$ cat config.mk
export PLATFORM = sky130hd
export DESIGN_NAME = zeroheti_obi_demux
export DESIGN_NICKNAME = d
export VERILOG_FILES = /design/src/rtl/zeroheti_obi_demux.sv
export SDC_FILE = /design/constraint.sdc
export NUM_CORES = 1
export LEC_CHECK = 0
export CORE_AREA = 4 4 320 322
export CTS_CLUSTER_SIZE = 14
export DETAILED_ROUTE_END_ITERATION = 8
export DIE_AREA = 0 0 324 326
export PLACE_DENSITY_LB_ADDON = 0.2
export SETUP_SLACK_MARGIN = 0.3
export SYNTH_ARGS = -nofsm -noshare
export SYNTH_HDL_FRONTEND = slang
export SYNTH_SLANG_ARGS = --single-unit
export TNS_END_PERCENT = 30
$ cat constraint.sdc
create_clock -name clk_i -period 6.76 [get_ports clk_i]
set_input_delay 0.676 -clock clk_i [delete_from_list [all_inputs] [get_ports clk_i]]
set_output_delay 0.676 -clock clk_i [all_outputs]
set_load 0.01 [all_outputs]
$ cat src/rtl/zeroheti_obi_demux.sv
`default_nettype none
// ============================================================================
//  Module      : zeroheti_obi_demux
//  Description : One-to-N OBI address demultiplexer. It decodes each request
//                against a rule table and keeps a bounded number of
//                transactions in flight. Unmapped accesses are served by an
//                internal error responder. The first faulting address is
//                captured for software.
//  Revision    : 1.0 - initial release
// ============================================================================
module zeroheti_obi_demux #(
  parameter int unsigned            NUM_MGR_PORTS = 6,
  parameter int unsigned            NUM_RULES     = 6,
  parameter int unsigned            NUM_MAX_TRANS = 4,
  parameter int unsigned            ADDR_WIDTH    = 32,
  parameter int unsigned            DATA_WIDTH    = 32,
  parameter logic [DATA_WIDTH-1:0]  ERR_DATA      = 32'hBADCAB1E,
  localparam int unsigned           IDX_WIDTH     = (NUM_MGR_PORTS > 1) ? $clog2(NUM_MGR_PORTS) : 1
) (
  input  logic                            clk_i,
  input  logic                            rst_ni,
  // address map
  input  logic [NUM_RULES*ADDR_WIDTH-1:0] rule_start_i,
  input  logic [NUM_RULES*ADDR_WIDTH-1:0] rule_end_i,
  input  logic [NUM_RULES*IDX_WIDTH-1:0]  rule_idx_i,
  input  logic [NUM_RULES-1:0]            rule_en_i,
  // upstream (subordinate side of this block)
  input  logic                            sbr_req_i,
  output logic                            sbr_gnt_o,
  input  logic [ADDR_WIDTH-1:0]           sbr_addr_i,
  input  logic                            sbr_we_i,
  input  logic [DATA_WIDTH/8-1:0]         sbr_be_i,
  input  logic [DATA_WIDTH-1:0]           sbr_wdata_i,
  output logic                            sbr_rvalid_o,
  output logic [DATA_WIDTH-1:0]           sbr_rdata_o,
  output logic                            sbr_err_o,
  // downstream (manager side of this block)
  output logic [NUM_MGR_PORTS-1:0]        mgr_req_o,
  input  logic [NUM_MGR_PORTS-1:0]        mgr_gnt_i,
  output logic [ADDR_WIDTH-1:0]           mgr_addr_o,
  output logic                            mgr_we_o,
  output logic [DATA_WIDTH/8-1:0]         mgr_be_o,
  output logic [DATA_WIDTH-1:0]           mgr_wdata_o,
  input  logic [NUM_MGR_PORTS-1:0]        mgr_rvalid_i,
  input  logic [NUM_MGR_PORTS*DATA_WIDTH-1:0] mgr_rdata_i,
  input  logic [NUM_MGR_PORTS-1:0]        mgr_err_i,
  // fault capture
  output logic                            fault_valid_o,
  output logic [ADDR_WIDTH-1:0]           fault_addr_o,
  input  logic                            fault_clr_i
);

  // Target encoding has one extra value for the internal error responder.
  localparam int unsigned TGT_W = $clog2(NUM_MGR_PORTS + 1);
  localparam int unsigned CNT_W = $clog2(NUM_MAX_TRANS + 1);

  localparam logic [TGT_W-1:0] c_err_idx   = TGT_W'(NUM_MGR_PORTS);
  localparam logic [CNT_W-1:0] c_max_trans = CNT_W'(NUM_MAX_TRANS);

  // --------------------------------------------------------------------------
  // State
  // --------------------------------------------------------------------------
  logic [CNT_W-1:0]      r_cnt;
  logic [CNT_W-1:0]      r_err_pending;
  logic [TGT_W-1:0]      r_last_tgt;
  logic                  r_fault_valid;
  logic [ADDR_WIDTH-1:0] r_fault_addr;

  // --------------------------------------------------------------------------
  // Decode
  // --------------------------------------------------------------------------
  logic [NUM_RULES-1:0]  w_rule_hit;
  logic [TGT_W-1:0]      w_rule_tgt [NUM_RULES];
  logic [TGT_W-1:0]      w_tgt;
  logic                  w_tgt_is_err;

  for (genvar r = 0; r < NUM_RULES; r++) begin : g_rule
    logic [ADDR_WIDTH-1:0] w_start;
    logic [ADDR_WIDTH-1:0] w_end;
    logic [TGT_W-1:0]      w_idx;

    assign w_start = rule_start_i[r*ADDR_WIDTH +: ADDR_WIDTH];
    assign w_end   = rule_end_i[r*ADDR_WIDTH +: ADDR_WIDTH];
    assign w_idx   = TGT_W'(rule_idx_i[r*IDX_WIDTH +: IDX_WIDTH]);

    assign w_rule_hit[r] = rule_en_i[r] && (sbr_addr_i >= w_start) && (sbr_addr_i <= w_end);
    // A rule pointing past the last real port is routed to the error responder.
    assign w_rule_tgt[r] = (w_idx < c_err_idx) ? w_idx : c_err_idx;
  end

  // Priority select: scan from the top so the lowest-numbered hit is applied last.
  always_comb begin
    w_tgt = c_err_idx;
    for (int r = int'(NUM_RULES) - 1; r >= 0; r--) begin
      if (w_rule_hit[r]) begin
        w_tgt = w_rule_tgt[r];
      end
    end
  end

  assign w_tgt_is_err = (w_tgt == c_err_idx);

  // --------------------------------------------------------------------------
  // Issue
  // --------------------------------------------------------------------------
  logic [NUM_MGR_PORTS-1:0] w_tgt_oh;
  logic [NUM_MGR_PORTS-1:0] w_last_oh;
  logic                     w_allowed;
  logic                     w_tgt_gnt;
  logic                     w_accept;

  for (genvar p = 0; p < NUM_MGR_PORTS; p++) begin : g_port_sel
    assign w_tgt_oh[p]  = (w_tgt == TGT_W'(p));
    assign w_last_oh[p] = (r_last_tgt == TGT_W'(p));
  end

  // Only one target may be in flight at a time, so responses return in order.
  assign w_allowed = (r_cnt < c_max_trans) && ((r_cnt == '0) || (w_tgt == r_last_tgt));

  // The error responder accepts immediately; real ports forward their grant.
  assign w_tgt_gnt = w_tgt_is_err ? 1'b1 : |(mgr_gnt_i & w_tgt_oh);

  assign mgr_req_o = {NUM_MGR_PORTS{w_allowed && sbr_req_i}} & w_tgt_oh;
  assign sbr_gnt_o = w_allowed && sbr_req_i && w_tgt_gnt;
  assign w_accept  = sbr_gnt_o;

  assign mgr_addr_o  = sbr_addr_i;
  assign mgr_we_o    = sbr_we_i;
  assign mgr_be_o    = sbr_be_i;
  assign mgr_wdata_o = sbr_wdata_i;

  // --------------------------------------------------------------------------
  // Response
  // --------------------------------------------------------------------------
  logic                  w_err_rsp;
  logic                  w_mgr_rsp;
  logic [DATA_WIDTH-1:0] w_mgr_rdata;
  logic                  w_mgr_err;

  assign w_err_rsp = (r_err_pending != '0) && (r_last_tgt == c_err_idx);
  assign w_mgr_rsp = |(mgr_rvalid_i & w_last_oh);

  // Select data and error of the port the outstanding transactions went to.
  always_comb begin
    w_mgr_rdata = '0;
    w_mgr_err   = 1'b0;
    for (int p = 0; p < int'(NUM_MGR_PORTS); p++) begin
      if (w_last_oh[p]) begin
        w_mgr_rdata = mgr_rdata_i[p*DATA_WIDTH +: DATA_WIDTH];
        w_mgr_err   = mgr_err_i[p];
      end
    end
  end

  // Nothing is forwarded with an empty counter, which drops stale responses
  // after a mid-transaction reset.
  assign sbr_rvalid_o = (r_cnt != '0) && (w_err_rsp || w_mgr_rsp);
  assign sbr_rdata_o  = w_err_rsp ? ERR_DATA : w_mgr_rdata;
  assign sbr_err_o    = sbr_rvalid_o && (w_err_rsp || w_mgr_err);

  // --------------------------------------------------------------------------
  // Outstanding counter and last target register.
  // --------------------------------------------------------------------------
  always_ff @(posedge clk_i or negedge rst_ni) begin
    if (!rst_ni) begin
      r_cnt      <= '0;
      r_last_tgt <= '0;
    end else begin
      if (w_accept) begin
        r_last_tgt <= w_tgt;
      end
      case ({w_accept, sbr_rvalid_o})
        2'b10: if (r_cnt != c_max_trans) r_cnt <= r_cnt + CNT_W'(1);
        2'b01: if (r_cnt != '0)          r_cnt <= r_cnt - CNT_W'(1);
        default: ;
      endcase
    end
  end

  // Error responder: count requests it accepted and answer one per cycle.
  always_ff @(posedge clk_i or negedge rst_ni) begin
    if (!rst_ni) begin
      r_err_pending <= '0;
    end else begin
      case ({w_accept && w_tgt_is_err, w_err_rsp})
        2'b10: if (r_err_pending != c_max_trans) r_err_pending <= r_err_pending + CNT_W'(1);
        2'b01: r_err_pending <= r_err_pending - CNT_W'(1);
        default: ;
      endcase
    end
  end

  // Sticky fault capture: keep the first address; a fault coinciding with a
  // clear is captured rather than lost.
  always_ff @(posedge clk_i or negedge rst_ni) begin
    if (!rst_ni) begin
      r_fault_valid <= 1'b0;
      r_fault_addr  <= '0;
    end else if (w_accept && w_tgt_is_err && (!r_fault_valid || fault_clr_i)) begin
      r_fault_valid <= 1'b1;
      r_fault_addr  <= sbr_addr_i;
    end else if (fault_clr_i) begin
      r_fault_valid <= 1'b0;
      r_fault_addr  <= '0;
    end
  end

  assign fault_valid_o = r_fault_valid;
  assign fault_addr_o  = r_fault_addr;

`ifndef SYNTHESIS
  // A response from a port that holds no outstanding transaction is illegal.
  a_rsp_from_other_port : assert property (
    @(posedge clk_i) disable iff (!rst_ni)
    (r_cnt != '0) |-> ((mgr_rvalid_i & ~w_last_oh) == '0)
  );
`endif

endmodule
`default_nettype wire

==> results of run 1 <==
cell type report:
cell class                      count  area (um^2)
Antenna cell                       15        37.54
Multi-Input combinational cell   1360        11330
Tap cell                         1298         1624
Timing Repair Buffer              861         8361
Sequential cell                    42         1054
Clock inverter                      1        30.03
Clock buffer                        6        138.9
Inverter                          403         1513
Fill cell                       11066        75480
per-layer routing:
metal | GRT usage [%] | vias to the layer above | wire, um
li1 | - | 8289 | -
met1 | 22.91 | 7688 | 43260
met2 | 28.26 | 503 | 43340
met3 | 3.951 | 66 | 5975
met4 | 2.694 | 16 | 1183
met5 | 0 | - | 103
flip-flops by register name (all words and copies together) (netlist names):
| signal | flops |
|---|---|
| fault_addr_o | 32 |
| r_cnt | 3 |
| r_err_pending | 3 |
| r_last_tgt | 3 |
| fault_valid_o | 1 |
through the flow:
step | cells | area [um^2] | worst slack (ns)
global route | 3977 | 24060 | 0.3070
detailed placement | 3964 | 23870 | 0.3242
CTS | 3971 | 24040 | 0.3539
floorplan | 1913 | 14570 | 1.817
finish | 3986 | 24090 | 0.6252
global placement | 3964 | 23870 | 0.3093
Yosys cell counts (5+ instances only):
cell,instances,share of area (%)
and3_1,5,0.21
a211o_1,7,0.42
mux2_4,29,3.0
a31oi_1,6,0.26
a21boi_0,10,0.52
nor3_1,23,0.79
mux4_2,13,2.0
a22oi_1,21,1.1
and4_1,5,0.30
a211oi_1,22,1.1
o211ai_1,36,1.9
o31ai_1,5,0.26
a21oi_1,188,6.5
buf_4,70,3.6
o21ai_0,57,2.0
clkbuf_1,28,0.72
a2111oi_0,8,0.48
nor2b_1,39,1.7
mux2i_1,39,2.7
o22ai_1,14,0.60
nand2_1,92,2.4
o21ai_1,8,0.27
mux2_1,5,0.39
buf_1,5,0.13
ha_1,384,33
a21o_1,24,1.2
nor2_1,78,2.0
o41ai_1,6,0.36
inv_1,402,10
nor4_1,10,0.43
nand4_1,60,2.6
nand3b_1,5,0.26
nand2b_1,13,0.56
dfrtp_1,42,7.2
nand3_1,48,1.6
o21a_1,10,0.52
power by group through the flow:
stage          combinational [mW]  clock [mW]  sequential, mW
2_1_floorplan                1.46           0           0.388
3_3_place_gp                 2.96           0           0.427
3_5_place_dp                 2.94           0           0.422
4_1_cts                      2.96       0.334           0.420
5_1_grt                      3.19       0.346           0.434
6_report                     2.93       0.314           0.419
worst max-delay path: stages:
cell and delay, ns:
clkdlybuf4s50_1 0.65, ha_1 0.44, nand4_1 0.12, nor4_1 0.78, a211o_1 0.30, a2111o_1 0.20, a32oi_4 0.09, buf_4 0.23
or3_1 0.35, o31a_1 0.25, a21oi_1 0.13, o31a_2 0.18, a31oi_4 0.13, buf_4 0.20, nor2_2 0.14, clkdlybuf4s50_1 0.58
cells by family after synthesis:
logic type                 after synthesis  share of synthesized area (%)
muxes                                   88                          8.221
xor gates and xnor gates                 3                         0.1804
AOI/OAI and AO/OA                      478                          21.53
adders and majority gates              386                          33.26
DFF                                     42                          7.216
buffers and inverters                  511                          15.19
and+or+nand+nor                        405                          14.41
final timing paths:
path / endpoint / slack [ns] / cells past startpoint
worst max-delay path: sbr_gnt_o / 0.63 / 16
worst min-delay path: r_cnt[0] / 0.50 / 2
worst max register to register: r_err_pending[2] / 2.58 / 14
worst min register to register: r_cnt[0] / 0.50 / 1
max in group asynchronous: r_last_tgt[1] / 5.75 / 2
min in group clk_i: r_cnt[0] / 0.50 / 1
what timing repair did:
action                                 4_1_cts  5_1_grt
gates resized for setup                      0        4
hold buffers                                 0        0
setup buffers                                0        0
setup endpoints to repair                    0        4
endpoints found under the hold margin        0        0
==> summary.md, run 1 <==
| Metric | Value |
|---|---|
| Run status | `complete, no violations` |
| Average cell area after synthesis | `7.614 um^2` |
| Total of warnings raised by yosys | `0` |
| Clock transition at the registers of the reported paths | `0.07 ns` |
| Util after Layout | `24.19%` |
| Leakage | `11.46 nW` |
| Via density | `4.155` |
| Relative contribution of sequential cells to total power | `11.5%` |
| RD Place Congestion | `0.8547` |
| Total power | `3.659 mW` |
| DR iter-0 viols | `794` |
| Fraction of registers with async set or reset after synthesis | `100.0%` |
| Startpoint of the most critical register-to-register path | `r_last_tgt[0]` |
| Number of unique standard cell types used by synthesis | `92` |
| Total I/O pin count | `834` |
| Transition time at the pin with the least slew margin | `1.122 ns` |
| Synthesized instance count | `1913` |
| Worst Path Max Fanout | `13` |
| Leading cell types in the layout, fill and taps excluded | `753 x clkdlybuf4s50_1, 402 x inv_1, 384 x ha_1` |
| Effective utilization at floorplan | `14.63%` |
| CP required | `6.08 ns` |
| Clock power frac | `8.6%` |
| Combined area of all synthesized cells | `0.01457 mm^2` |
| Final critical path time including I/O delays and setup | `6.135 ns` |
| Buffers from clock root to sink, at most | `2` |
| Worst-Skew Late Latency | `0.32 ns` |
| Setup_tns | `0 ns` |
| H-tree lvl count | `2` |
| Total Routed Length | `93860 um` |
| Path type of the worst min-delay path | `primary input to async pin` |
| Clock Sinks | `42` |
| CORE AREA | `0.09957 mm^2` |
| Hold violation total from the final report | `0` |
| Wire length per cell | `23.55 um` |
| Initial antenna violation count | `30` |
| Die Area | `0.1056 mm^2` |
| Crit path from | `sbr_addr_i[9]` |
| Start-to-end type of the worst setup path | `primary input to primary output` |
| Total of flip-flops plus latches after synthesis | `42` |
| Setup repair after global routing missed its margin | `false` |
| Worst-case hold slack | `0.4951 ns` |
| Die Y | `326 um` |
| Area added between synthesis and finish | `65.36%` |
| Fraction of layout cells with a size suffix above 1 | `7.220%` |
| Total DRC errors in the routed layout | `0` |
| Number of maximum-capacitance constraint violations | `0` |
| Drt pass-1 iters | `5` |
| Switch share | `46.20%` |
| Antenna Nets Post-Route | `0` |
| Horizontal extent of the die | `324 um` |
| GRT Total Usage | `17.07%` |
| Leading cell type in the layout, fill and taps excluded | `clkdlybuf4s50_1` |
| Number of global-route vias before repair | `17193` |
| Num CTS Buffers | `5` |
| Maximum number of pins on one net before global-route repair | `43` |
| Kind of capture point of the worst setup path | `primary output` |
| Wire length of the first global-routing pass | `128200 um` |
| P_sw | `1.691 mW` |
| CTS tree | `built` |
| Layout net count | `3750` |
| Nets in the synthesized netlist | `2990` |
| Worst relative slew slack | `24.56%` |
| Cell Int Power | `1.968 mW` |
| Maximum resistive drop on vdd | `0.1394 mV` |
| Dominant register cell in the synthesized netlist | `dfrtp_1` |
| Worst setup SP type | `primary input` |
| Sequential cell area fraction in the yosys report | `7.216%` |
| Number of placement rows | `116` |
| Clock root buffer master | `clkbuf_16` |
| DP HPWL | `82880 um` |
| Quantity of I/O buffers inserted on ports | `759` |
| Data arrival time of the worst path | `5.46 ns` |
| Count of vias placed by the detailed router | `16562` |
| Combinational Power Share | `80.0%` |
| Power per cell area | `151.9 mW/mm^2` |
| Number of enable flip-flop cells after synthesis | `0` |
| Final worst clock skew | `0.01101 ns` |
| Peak Freq | `163.0 MHz` |
| Count of endpoints failing setup in the final report | `0` |
| Final Max Slew Viols | `0` |
| Overflow left after global routing | `0` |
| Fin crit share | `90.75%` |
Note: power is estimated with default switching activity, not from simulation.
==> inputs of run 2 (changes only) <==
--- a/config.mk
+++ b/config.mk
@@ -10,6 +10,7 @@
 export DETAILED_ROUTE_END_ITERATION = 8
 export DIE_AREA = 0 0 324 326
 export PLACE_DENSITY_LB_ADDON = 0.2
+export RECOVER_POWER = 25
 export SETUP_SLACK_MARGIN = 0.3
 export SYNTH_ARGS = -nofsm -noshare
 export SYNTH_HDL_FRONTEND = slang
==> run 2 against run 1 <==
The flow now finishes with violations (capacitance limit, slew limit); hold slack barely moved; clock power barely moved; die area did not move; register-to-register slack barely moved; clock skew fell by 0.0019 ns; routed wire length barely moved.
==> summary.md, run 2 (synthesis gave the netlist of run 1 again) <==
| Metric | Value |
|---|---|
| Util after Layout | `24.19%` |
| Wire length per cell | `23.54 um` |
| Leading cell type in the layout, fill and taps excluded | `clkdlybuf4s50_1` |
| Final worst clock skew | `0.009150 ns` |
| Max reg flops | `32` |
| R2R Setup Slk | `2.58 ns` |
| Die Area | `0.1056 mm^2` |
| Quantity of I/O buffers inserted on ports | `759` |
| Count of endpoints failing setup in the final report | `0` |
| Total power | `3.658 mW` |
| Worst Path Max Fanout | `13` |
| DP Cell Count | `3964` |
| Total I/O pin count | `834` |
| Worst setup SP type | `primary input` |
| Worst-Skew Late Latency | `0.32 ns` |
| Buffers from clock root to sink, at most | `2` |
| Worst-case hold slack | `0.4951 ns` |
| GRT Total Usage | `17.07%` |
| Transition time at the pin with the least slew margin | `3.014 ns` |
| FF-to-FF End | `r_err_pending[2]` |
| Drt pass-1 iters | `5` |
| Via density | `4.159` |
| DP HPWL | `82880 um` |
| Worst relative slew slack | `-100.9%` |
| Clock root buffer master | `clkbuf_16` |
| Number of maximum-capacitance constraint violations | `1` |
| Horizontal extent of the die | `324 um` |
| Initial antenna violation count | `30` |
| Maximum number of pins on one net before global-route repair | `43` |
| Overflow left after global routing | `0` |
| Filler cell count in the final layout | `11068` |
| Startpoint of the most critical register-to-register path | `r_last_tgt[0]` |
| Depth of the worst register-to-register path | `14` |
| Number of global-route vias before repair | `17193` |
| Run status | `finished, violations left` |
| Kind of capture point of the worst setup path | `primary output` |
| Min-Delay Path Depth | `1` |
| Maximum resistive drop on vdd | `0.1375 mV` |
| Clock transition at the registers of the reported paths | `0.07 ns` |
| Final critical path time including I/O delays and setup | `6.135 ns` |
| Total DRC errors in the routed layout | `0` |
| FF+latch area | `0.001054 mm^2` |
| CTS tree | `built` |
| Setup_tns | `0 ns` |
| Effective utilization at floorplan | `14.63%` |
| Area added between synthesis and finish | `65.34%` |
| Leading cell types in the layout, fill and taps excluded | `753 x clkdlybuf4s50_1, 402 x inv_1, 384 x ha_1` |
| RD Place Congestion | `0.8547` |
| Path type of the worst min-delay path | `flip-flop to flip-flop` |
| H-tree lvl count | `2` |
| Power per cell area | `151.9 mW/mm^2` |
| DR iter-0 viols | `834` |
| Hold violation total from the final report | `0` |
| Wire length of the first global-routing pass | `128200 um` |
| Multi-input gate area in the final layout | `0.01133 mm^2` |
| Num CTS Buffers | `5` |
| Final Non-Filler Cells | `3986` |
| Launch instance of the worst min-delay path | `r_cnt[0]` |
| Worst-case hold path end point | `r_cnt[0]` |
| Clock Sinks | `42` |
| Peak Freq | `163.0 MHz` |
| Die Y | `326 um` |
| Layout net count | `3750` |
| Total Routed Length | `93830 um` |
| Setup repair after global routing missed its margin | `false` |
| CORE AREA | `0.09957 mm^2` |
| Data arrival time of the worst path | `5.46 ns` |
| CP required | `6.08 ns` |
| Fin crit share | `90.75%` |
| Violated checks | `capacitance limit, slew limit` |
| Leakage | `11.45 nW` |
| Final Max Slew Viols | `43` |
| Count of vias placed by the detailed router | `16578` |
| Start-to-end type of the worst setup path | `primary input to primary output` |
| Fraction of layout cells with a size suffix above 1 | `7.183%` |
| Antenna Nets Post-Route | `0` |
| Number of placement rows | `116` |
run 2: changes by cell type in the layout (fill, tap and decap cells not counted):
| cell | delta |
|---|---|
| buf_4 | -1 |
| clkbuf_1 | +1 |
run 2: what timing repair did:
item | in CTS | in global routing
endpoints found under the setup margin | 0 | 4
hold buffers | 0 | 0
setup buffers | 0 | 0
resized for setup | 0 | 4
run 2: metrics by stage:
stage / setup slack, ns / cell area [um^2]
floorplan: 1.817 / 14570
global route: 0.3070 / 24060
detailed placement: 0.3242 / 23870
finish: 0.6251 / 24080
global placement: 0.3093 / 23870
CTS: 0.3539 / 24040
run 2: how the worst max path moves through the flow:
stage | start | end | slack [ns] | cells past startpoint
6_report | sbr_addr_i[9] | sbr_gnt_o | 0.63 | 16
5_1_grt | sbr_addr_i[18] | sbr_gnt_o | 0.31 | 20
4_1_cts | sbr_addr_i[16] | sbr_gnt_o | 0.35 | 20
3_5_place_dp | sbr_addr_i[16] | r_err_pending[2] | 0.32 | 24
2_1_floorplan | rule_end_i[14] | r_cnt[1] | 1.82 | 18
3_3_place_gp | sbr_addr_i[16] | r_err_pending[2] | 0.31 | 24
run 2: power breakdown:
| part | total, mW | internal (mW) | leakage (nW) | switching, mW |
|---|---|---|---|---|
| Clock | 0.314 | 0.183 | 0.0830 | 0.130 |
| Combinational | 2.93 | 1.46 | 10.8 | 1.46 |
| Sequential | 0.419 | 0.323 | 0.563 | 0.0954 |
run 2: worst max-delay path, cell delays in order:
cell and delay (ns):
clkdlybuf4s50_1 0.65, ha_1 0.44, nand4_1 0.12, nor4_1 0.78, a211o_1 0.30, a2111o_1 0.20
a32oi_4 0.09, buf_4 0.23, or3_1 0.35, o31a_1 0.25, a21oi_1 0.13, o31a_2 0.18
a31oi_4 0.13, buf_4 0.20, nor2_2 0.14, clkdlybuf4s50_1 0.58
run 2: cell type report:
cell class                      instances  share of cell area [%]
Multi-Input combinational cell       1360                   47.04
Timing Repair Buffer                  861                   34.70
Tap cell                             1298                   6.744
Inverter                              403                   6.282
Sequential cell                        42                   4.375
Clock buffer                            6                  0.5767
Antenna cell                           15                  0.1559
Clock inverter                          1                  0.1247
run 2: metal layers:
layer,vias to the layer above,part of all wire (%),GRT usage [%]
met4,16,1.3,2.694
met5,-,0.12,0
met3,66,6.4,3.951
met1,7694,46,22.91
met2,512,46,28.26
li1,8290,-,-
